**config.mk**
```make
export PLATFORM = sky130hd
export DESIGN_NAME = fetch_sequencer
export DESIGN_NICKNAME = d
export VERILOG_FILES = /design/src/rtl/fetch_sequencer_pkg.sv /design/src/rtl/fetch_sequencer_prog_ctr.sv /design/src/rtl/fetch_sequencer.sv
export SDC_FILE = /design/constraint.sdc
export NUM_CORES = 1
export LEC_CHECK = 0
export ABC_AREA = 1
export ABC_CLOCK_PERIOD_IN_PS = 4400
export CAP_MARGIN = 20
export CORE_MARGIN = 4
export CORE_UTILIZATION = 49
export CTS_CLUSTER_SIZE = 10
export DETAILED_ROUTE_END_ITERATION = 8
export GPL_TIMING_DRIVEN = 0
export PLACE_DENSITY_LB_ADDON = 0.2
export SYNTH_ARGS = -nofsm -noshare
export SYNTH_HDL_FRONTEND = slang
export SYNTH_SLANG_ARGS = --single-unit
export TNS_END_PERCENT = 5
```
**constraint.sdc**
```tcl
create_clock -name Clk -period 4.4 [get_ports Clk]
set_input_delay 0.44 -clock Clk [delete_from_list [all_inputs] [get_ports Clk]]
set_output_delay 0.44 -clock Clk [all_outputs]
set_load 0.03 [all_outputs]
```
**src/rtl/fetch_sequencer_pkg.sv**
```systemverilog
// fetch_sequencer_pkg: run-state enum and decode-mode constants shared with the control decoder
package fetch_sequencer_pkg;

    typedef enum logic [1:0] {IDLE, ARM, RUN, DONE} run_state_t;

    localparam logic [1:0] MODE_REG    = 2'b00;
    localparam logic [1:0] MODE_TARGET = 2'b01;
    localparam logic [1:0] MODE_IMM    = 2'b10;
    localparam logic [1:0] MODE_NOP    = 2'b11;

    // The NOP mode is deprecated; the sequencer replaces it with plain register mode
    function automatic logic [1:0] fold_mode(input logic [1:0] m);
        return (m == MODE_NOP) ? MODE_REG : m;
    endfunction

endpackage

```
**src/rtl/fetch_sequencer_prog_ctr.sv**
```systemverilog
// prog_ctr: program counter register with load > branch > increment > hold priority
module prog_ctr #(
    parameter int PC_W = 9
) (
    input  logic            Clk,
    input  logic            Reset,
    input  logic            load,
    input  logic [PC_W-1:0] load_addr,
    input  logic            branch,
    input  logic [PC_W-1:0] branch_target,
    input  logic            inc,
    output logic [PC_W-1:0] pc
);

    always_ff @(posedge Clk) begin
        if (!Reset)
            pc <= '0;
        else
            pc <= load ? load_addr : branch ? branch_target : inc ? pc + PC_W'(1) : pc;
    end

endmodule

```
**src/rtl/fetch_sequencer.sv**
```systemverilog
// fetch_sequencer: run FSM, mode/previous-instruction registers and cycle counter feeding the control decoder
module fetch_sequencer
    import fetch_sequencer_pkg::*;
#(
    parameter int PC_W  = 9,
    parameter int CNT_W = 16
) (
    input  logic             Clk,
    input  logic             Reset,
    input  logic             Start,
    input  logic [PC_W-1:0]  StartAddr,
    input  logic             BranchEn,
    input  logic [PC_W-1:0]  BranchTarget,
    input  logic             Ack,
    input  logic [1:0]       NextState,
    input  logic [8:0]       PrevInstructionOut,
    output logic [PC_W-1:0]  ProgCtr,
    output logic [1:0]       CurrState,
    output logic [8:0]       PrevInstruction,
    output logic             Running,
    output logic             Done,
    output logic [CNT_W-1:0] CycleCount
);

    run_state_t state, state_nxt;
    logic       advance;
    logic       step;

    always_comb begin
        state_nxt = Start ? ARM
                  : (state == ARM) ? RUN
                  : (state == RUN && Ack) ? DONE
                  : state;
    end

    assign advance = (state == RUN) && !Start;
    // Ack freezes the program state so the completing instruction stays visible in DONE
    assign step    = advance && !Ack;
    assign Running = (state == RUN);
    assign Done    = (state == DONE);

    always_ff @(posedge Clk) begin
        if (!Reset) begin
            state           <= IDLE;
            CurrState       <= MODE_REG;
            PrevInstruction <= '0;
            CycleCount      <= '0;
        end else begin
            state <= state_nxt;
            if (Start) begin
                CurrState       <= MODE_REG;
                PrevInstruction <= '0;
                CycleCount      <= '0;
            end else if (advance) begin
                CycleCount <= (CycleCount == '1) ? CycleCount : CycleCount + CNT_W'(1);
                if (step) begin
                    CurrState       <= fold_mode(NextState);
                    PrevInstruction <= PrevInstructionOut;
                end
            end
        end
    end

    prog_ctr #(.PC_W(PC_W)) u_prog_ctr (
        .Clk           (Clk),
        .Reset         (Reset),
        .load          (Start),
        .load_addr     (StartAddr),
        .branch        (step && BranchEn),
        .branch_target (BranchTarget),
        .inc           (step),
        .pc            (ProgCtr)
    );

endmodule

```
# --- Word-level counts from Yosys, hierarchy flattened ---
# Cells that the tools add are included.
word_totals:
  reg_bits: 38
  output_inout_bits: 38
classes:
  add_sub_neg: 2
  n_eq_ne: 5
  mux: 7
  n_bitwise: 2
  reduce_logical: 12
ops:
  columns: ["cell", "n"]
  rows:
  - ["$mux 9", 3]
  - ["$add 16x1->16 const B", 1]
  - ["$eq 16x16->1 const B", 1]
  - ["$add 9x1->9 const B", 1]
  - ["$eq 2x2->1 const B", 3]
  - ["$mux 2", 3]
  - ["$reduce_bool 3->1", 2]
  - ["$logic_and 1x1->1", 4]
  - ["$reduce_and 2->1", 2]
  - ["$eq 2x1->1 const B", 1]
  - ["$logic_not 1->1", 2]
  - ["$not 1->1", 2]
  - ["$reduce_bool 2->1", 1]
  - ["$reduce_or 2->1", 1]
  - ["$mux 1", 1]

# --- Longest topological paths before layout ---
# Gate-level depths: netlist of the first run.
depth:
  word_depth: 6
  ltp_mapped: 9
  ltp_nobuf: 9

# --- By module ---
# Synthesis of the first run repeated with hierarchy kept, for this count alone.
unflattened:
  cells_unflattened: 332
  hier_area_um2: 2172.1
by_module_without_submodules:
  columns: ["module", "instances", "cells_each", "area_each_um2", "seq_area_each_um2"]
  rows:
  - ["fetch_sequencer", 1, 219, 1508.9, 580.6]
  - ["prog_ctr", 1, 113, 663.1, 180.2]

# --- Least setup slack after synthesis of the first run ---
# No wires, ideal clock.
synth_path:
  path_type: "reg-to-reg"
  from: "register CycleCount[0]"
  to: "register CycleCount[11]"
  setup_ps: 66
  arrival_ps: 1708
  setup_slack_ps: 2625
  path_stages_with_launch: 9
  n_path_buf: 1
  cell_sequence: "dfxtp_1 -> ha_1 -> nand2_2 -> nor2_4 -> nand2_2 -> o21bai_4 -> buf_6 -> nand2_1 -> a21oi_2"
synth_via:
  elab_chain_cells: 3
synth_rtl:
  columns: ["element", "line", "rtl"]
  rows:
  - ["start, declared", "fetch_sequencer.sv:22", "output logic [CNT_W-1:0] CycleCount"]
  - ["start signal, assigned", "fetch_sequencer.sv:55", "CycleCount <= (CycleCount == '1) ? CycleCount : CycleCount + CNT_W'(1);"]
  - ["parallel branches: the longest is 3 deep, another holds $add 16x1->16", null, null]
# Several ways; the timed one is not identified.
# A chain may end at the register's enable or synchronous reset.

# --- Final worst setup path of the first run ---
layout_path:
  from: "input Reset"
  to: "register PrevInstruction[7]"
layout_via:
  elab_chain_cells: 2
layout_rtl:
  columns: ["element", "line", "rtl"]
  rows:
  - ["start, declared", "fetch_sequencer.sv:9", "input logic Reset,"]
  - ["$not 1->1 (no line)", null, null]
  - ["$reduce_or 2->1 (no line)", null, null]
  - ["end signal, assigned", "fetch_sequencer.sv:58", "PrevInstruction <= PrevInstructionOut;"]
  - ["end, declared", "fetch_sequencer.sv:19", "output logic [8:0] PrevInstruction,"]
# No other way between the ends.

==> results.yml, run 1 <==
clock_network:
  cts_resized: 0
  h-tree-depth: 2
  cts_tree: "built"
  cts_post_setup_buffers_inserted: 0
  root_buffer: "clkbuf_8"
  worstSkewPairLatency_ps: 290
  path_clk_slew_ps: 80
  clockBufferDepth: 2
  hold_buffers: 0
  cts_buffers: 5
  cts.sinks: 38
setup_path:
  critPathSlowestCell: "clkdlybuf4s50_1"
  worst_path_most_repeated_cell: "nor2_1"
  cp_data_required_time_ps: 4620
  cp.arrival_ps: 2230
  cp-end-kind: "register"
  cp_num_buf_inv: 3
  path_cells: "clkdlybuf4s50_1 -> clkinv_1 -> nor2_1 -> buf_1 -> o21ai_0 -> nor2_1"
  worst-setup-path-type: "in2reg"
  cp-start-kind: "primary input"
  crit_family: "buffers and inverters"
  max_stage_delay_ps: 510
  critical_path_peak_fanout: 10
place:
  dp_cells: 435
  dpl-instance-area_um2: 2868
  pre_cts_ws_ps: 2124
  routabilityCongestion: 0.8943
  dp.final_hpwl_um: 4362
  io_buffers: 71
global_route:
  grt_max_degree: 13
  antenna_found_initial: 0
  grt_pass1_vias: 2273
  grt_usage_pct: 22.88
  grt_pass1_wl_um: 9784
  grt.overflow.total: 0
run_status:
  status: "completed"
routing:
  dr_total_vias: 2345
  wire_per_inst_um: 13.16
  drt_iter0_markers: 236
  ant_nets: 0
  firstDrtPassIters: 4
  drc: 0
  routed_wl_um: 5829
  vias_per_cell: 5.293
synth:
  async_flop_share_pct: 0
  synth.avg_cell_area_um2: 6.670
  synth_flop_cell: "dfxtp_1"
  yosysMostFrequentCell: "nand2_1"
  syn_area_um2: 2095
  synthCells: 314
  synth.top_cell.area_share_pct: 36.32
  synth_edf_count: 0
  ys_top_cells_by_count: "nand2_1, nor2_1, dfxtp_1"
  yosysSeqAreaShare_pct: 36.32
  synth-seq-cells: 38
  synth_cell_types: 29
  yosysWarnings: 0
  synthesis.nets: 350
  synth_top_cell_by_area: "dfxtp_1"
  yosys-top-cells-area: "dfxtp_1, nand2_1, nor2_1, nand3_1, o21ai_0"
sta:
  fin_crit_sh_pct: 45.72
  finalSetupViolCount: 0
  max_freq_mhz: 497.1
  slew_headroom_pct: 59.49
  finalCriticalPeriod_ps: 2012
  hold_viol_final: 0
  fin_skew_ps: 9.632
  hold_slack_ps: 470.5
  worst_slew_pin_slew_ps: 605.5
  worst_slack_ps: 2388
  drv_slew: 0
  setup_tns_ps: 0
  rsz0062_at_grt: "no"
floorplanning:
  die_area_um2: 5385
  die_y_um: 73.38
  row_count: 23
  core-area_um2: 4058
  io_pins: 72
  initial_core_util_pct: 51.62
  die_x_um: 73.38
finish:
  antenna_cells: 0
  postLayoutCoreUtil_pct: 74.19
  layout-drive-gt1-share_pct: 8.142
  area_growth_pct: 43.73
  nNetsFinal: 428
  fin_area_um2: 3010
  finalNonFillerCells: 443
power_and_ir_drop:
  power_mw: 0.8204
  power.density_nw_per_um2: 272.5
  leakagePower_nw: 1.109
  peakVddDrop_mv: 0.2466
worst_hold_path:
  min_path_type: "reg2reg"
job:
  cap_violations: 0
## kinds of logic after synthesis
group,after synthesis,share of synthesized area (%)
buf+inv,30,6.033
flops,38,36.32
xor+xnor,9,3.764
simple gates,184,37.04
compound gates,51,15.65
fa+ha+maj,2,1.195
## report_power, final
part | internal (mW) | total (mW) | switching [mW] | leakage (nW)
Sequential | 0.350 | 0.358 | 0.00776 | 0.308
Clock | 0.242 | 0.370 | 0.128 | 0.0714
Combinational | 0.0478 | 0.0928 | 0.0450 | 0.729
## state kept, by name (all words and copies together), names as in the netlist
signal	flops
state	2
CycleCount	16
CurrState	2
PrevInstruction	9
u_prog_ctr.pc	9
## placed cells by master (no fill, tap or decap), drive strengths merged
| master | synthesis | routed |
|---|---|---|
| nand2 | 91 | 91 |
| clkdlybuf4s50 | 0 | 71 |
| o21ai | 19 | 19 |
| nand3b | 2 | 2 |
| o21bai | 1 | 1 |
| nor2 | 63 | 63 |
| nand4 | 8 | 8 |
| buf | 5 | 5 |
| clkbuf | 3 | 9 |
| a21oi | 21 | 21 |
| clkinv | 1 | 1 |
| xnor2 | 3 | 3 |
| o211a | 1 | 1 |
| ha | 2 | 2 |
| nand3 | 19 | 19 |
| inv | 21 | 21 |
| dfxtp | 38 | 38 |
| nor3 | 1 | 1 |
| xor2 | 6 | 6 |
| a31oi | 2 | 2 |
| o211ai | 1 | 1 |
| a21boi | 6 | 6 |
| bufinv | 0 | 2 |
## area by class of cell
class / instances / area, um^2
plain buffers: 8 / 43.79
clock buffers: 6 / 82.58
clock inverters: 2 / 60.06
fillers: 332 / 1047
inverters: 22 / 82.58
multi-input cells: 246 / 1207
flip-flops and latches: 38 / 760.7
well taps: 50 / 62.56
repair buffers: 71 / 710.7
## tightest hold or removal path, delay by kind of cell, from the launching register on
| family | cells | cell delay (ps) |
|---|---|---|
| DFF | 1 | 320 |
| and+or+nand+nor | 1 | 60 |
| AOI/OAI and AO/OA | 1 | 50 |
## final timing paths
path                            slack, ps          start  cells past startpoint            endpoint
worst min-delay path                  470   CurrState[1]                      2        CurrState[1]
worst max register to register       2600  CycleCount[0]                      8      CycleCount[10]
worst max-delay path                 2390          Reset                      6  PrevInstruction[7]
worst min register to register        470   CurrState[1]                      2        CurrState[1]
## per-layer routing
| layer | vias to the layer above | share of wire, % | track usage, % |
|---|---|---|---|
| met5 | - | 0 | 0 |
| met4 | 0 | 1.8 | 10.26 |
| met3 | 8 | 9.2 | 7.250 |
| met2 | 92 | 46 | 38.03 |
| met1 | 1068 | 43 | 26.82 |
| li1 | 1177 | - | - |
(Power assumes the default switching activity.)
==> run 2: changes to the inputs <==
--- a/config.mk
+++ b/config.mk
@@ -6,10 +6,10 @@
 export NUM_CORES = 1
 export LEC_CHECK = 0
 export ABC_AREA = 1
-export ABC_CLOCK_PERIOD_IN_PS = 4400
+export ABC_CLOCK_PERIOD_IN_PS = 2000
 export CAP_MARGIN = 20
 export CORE_MARGIN = 4
-export CORE_UTILIZATION = 49
+export CORE_UTILIZATION = 45
 export CTS_CLUSTER_SIZE = 10
 export DETAILED_ROUTE_END_ITERATION = 8
 export GPL_TIMING_DRIVEN = 0
==> constraint.sdc (replaced) <==
create_clock -name Clk -period 2 [get_ports Clk]
set_input_delay 0.2 -clock Clk [delete_from_list [all_inputs] [get_ports Clk]]
set_output_delay 0.2 -clock Clk [all_outputs]
set_load 0.03 [all_outputs]
==> results.yml, run 2 (synthesis results as in run 1) <==
place:
  dpl-instance-area_um2: 2870
  dp.final_hpwl_um: 4170
  pre_cts_ws_ps: -12.32
  io_buffers: 71
  routabilityCongestion: 0.8757
clock_network:
  worstSkewPairLatency_ps: 290
  h-tree-depth: 2
  cts.sinks: 38
  root_buffer: "clkbuf_8"
  cts_post_setup_buffers_inserted: 0
  clockBufferDepth: 2
  hold_buffers: 0
  cts_resized: 0
  path_clk_slew_ps: 70
  cts_buffers: 5
  cts_tree: "built"
global_route:
  grt.overflow.total: 0
  grt_max_degree: 11
  grt_usage_pct: 19.38
  antenna_found_initial: 0
  grt_pass1_wl_um: 9432
  grt_pass1_vias: 2120
sta:
  finalSetupViolCount: 0
  hold_viol_final: 0
  slew_headroom_pct: 58.88
  fin_crit_sh_pct: 87.19
  drv_slew: 0
  rsz0062_at_grt: "no"
  worst_slew_pin_slew_ps: 614.6
  finalCriticalPeriod_ps: 1744
  max_freq_mhz: 573.4
  setup_tns_ps: 0
  worst_slack_ps: 256.1
  fin_skew_ps: 7.039
power_and_ir_drop:
  power_mw: 1.519
  leakagePower_nw: 1.080
  peakVddDrop_mv: 0.4192
  power.density_nw_per_um2: 514.4
job:
  cap_violations: 0
setup_path:
  timing.rr.end: "CycleCount[10]"
  cp-start-kind: "register"
  max_stage_delay_ps: 690
  rr_startpoint: "CycleCount[0]"
  reg2regPathDepth: 9
  critPathSlowestCell: "clkdlybuf4s50_1"
  critical_path_peak_fanout: 4
  path_cells: "inv_1 -> nor2_2 -> clkdlybuf4s50_1"
  rrSetupSlack_ps: 270
  cp_data_required_time_ps: 1800
  cp-end-kind: "primary output"
  worst-setup-path-type: "reg2out"
  cp.arrival_ps: 1540
routing:
  drt_iter0_markers: 109
  vias_per_cell: 5.108
  drc: 0
  routed_wl_um: 5561
  firstDrtPassIters: 4
  dr_total_vias: 2263
  wire_per_inst_um: 12.55
  ant_nets: 0
finish:
  layout-drive-gt1-share_pct: 7.673
  largest_reg_flops: 16
  fin_area_um2: 2953
  postLayoutCoreUtil_pct: 66.44
  final_cell_mix: "nand2_1, clkdlybuf4s50_1, nor2_1, dfxtp_1, inv_1"
  nNetsFinal: 428
  reg_top3: "CycleCount x16, PrevInstruction x9, u_prog_ctr.pc x9"
  final_common_cell: "nand2_1"
  antenna_cells: 0
  largest-register: "CycleCount"
  area_growth_pct: 40.98
  fillers: 400
worst_hold_path:
  min_from: "PrevInstructionOut[1]"
  worstHoldPathCells: 3
  min_path_type: "in2reg"
  min_delay_worst_endpoint: "PrevInstruction[1]"
floorplanning:
  io_pins: 72
  initial_core_util_pct: 47.13
  die_area_um2: 5810
  row_count: 24
  core-area_um2: 4444
  die_x_um: 76.23
  die_y_um: 76.23
run_status:
  status: "completed"
[run 2: changes by cell type in the layout (fill, tap and decap cells not counted)]
cell / previous run / this run
bufinv_16: 2 / 0
[run 2: report_power, final]
part	switching [mW]	internal [mW]	total, mW
clock network	0.262	0.266	0.528
registers	0.0169	0.770	0.787
logic	0.0984	0.105	0.203
[run 2: worst max-delay path by stage]
stage	start	end	slack [ps]
5_1_grt	CycleCount[0]	CycleCount[10]	70
2_1_floorplan	CycleCount[0]	CycleCount[11]	230
6_report	state[1]	Running	260
3_5_place_dp	Reset	PrevInstruction[7]	-10
4_1_cts	state[1]	Running	240
3_3_place_gp	Reset	CycleCount[12]	-7
[run 2: per-stage QoR]
stage	hold WS [ps]	instances
after CTS	486.7	443
after global routing	487.2	443
after global placement	452.4	437
after floorplan	297.6	314
after detailed placement	480.2	437
final	490.3	443
[run 2: cell type report]
cell class / count / area, um^2 / area share [%]
Timing Repair Buffer: 71 / 710.7 / 24.07
Clock buffer: 6 / 82.58 / 2.797
Tap cell: 52 / 65.06 / 2.203
Buffer: 8 / 43.79 / 1.483
Multi-Input combinational cell: 246 / 1207 / 40.89
Inverter: 22 / 82.58 / 2.797
Sequential cell: 38 / 760.7 / 25.76
[run 2: critical path, delay by kind of cell (launching register included)]
kind,cells,cell delay [ps]
AND/OR/NAND/NOR,1,120
buffers and inverters,2,760
flip-flops,1,370
[run 2: layer usage]
| layer | part of all wire [%] | routed length (um) | track usage (%) |
|---|---|---|---|
| met5 | 0 | 0 | 0 |
| met4 | 1.4 | 76 | 4.167 |
| met3 | 8.2 | 455 | 6.974 |
| met2 | 47 | 2639 | 34.27 |
| met1 | 43 | 2390 | 22.34 |
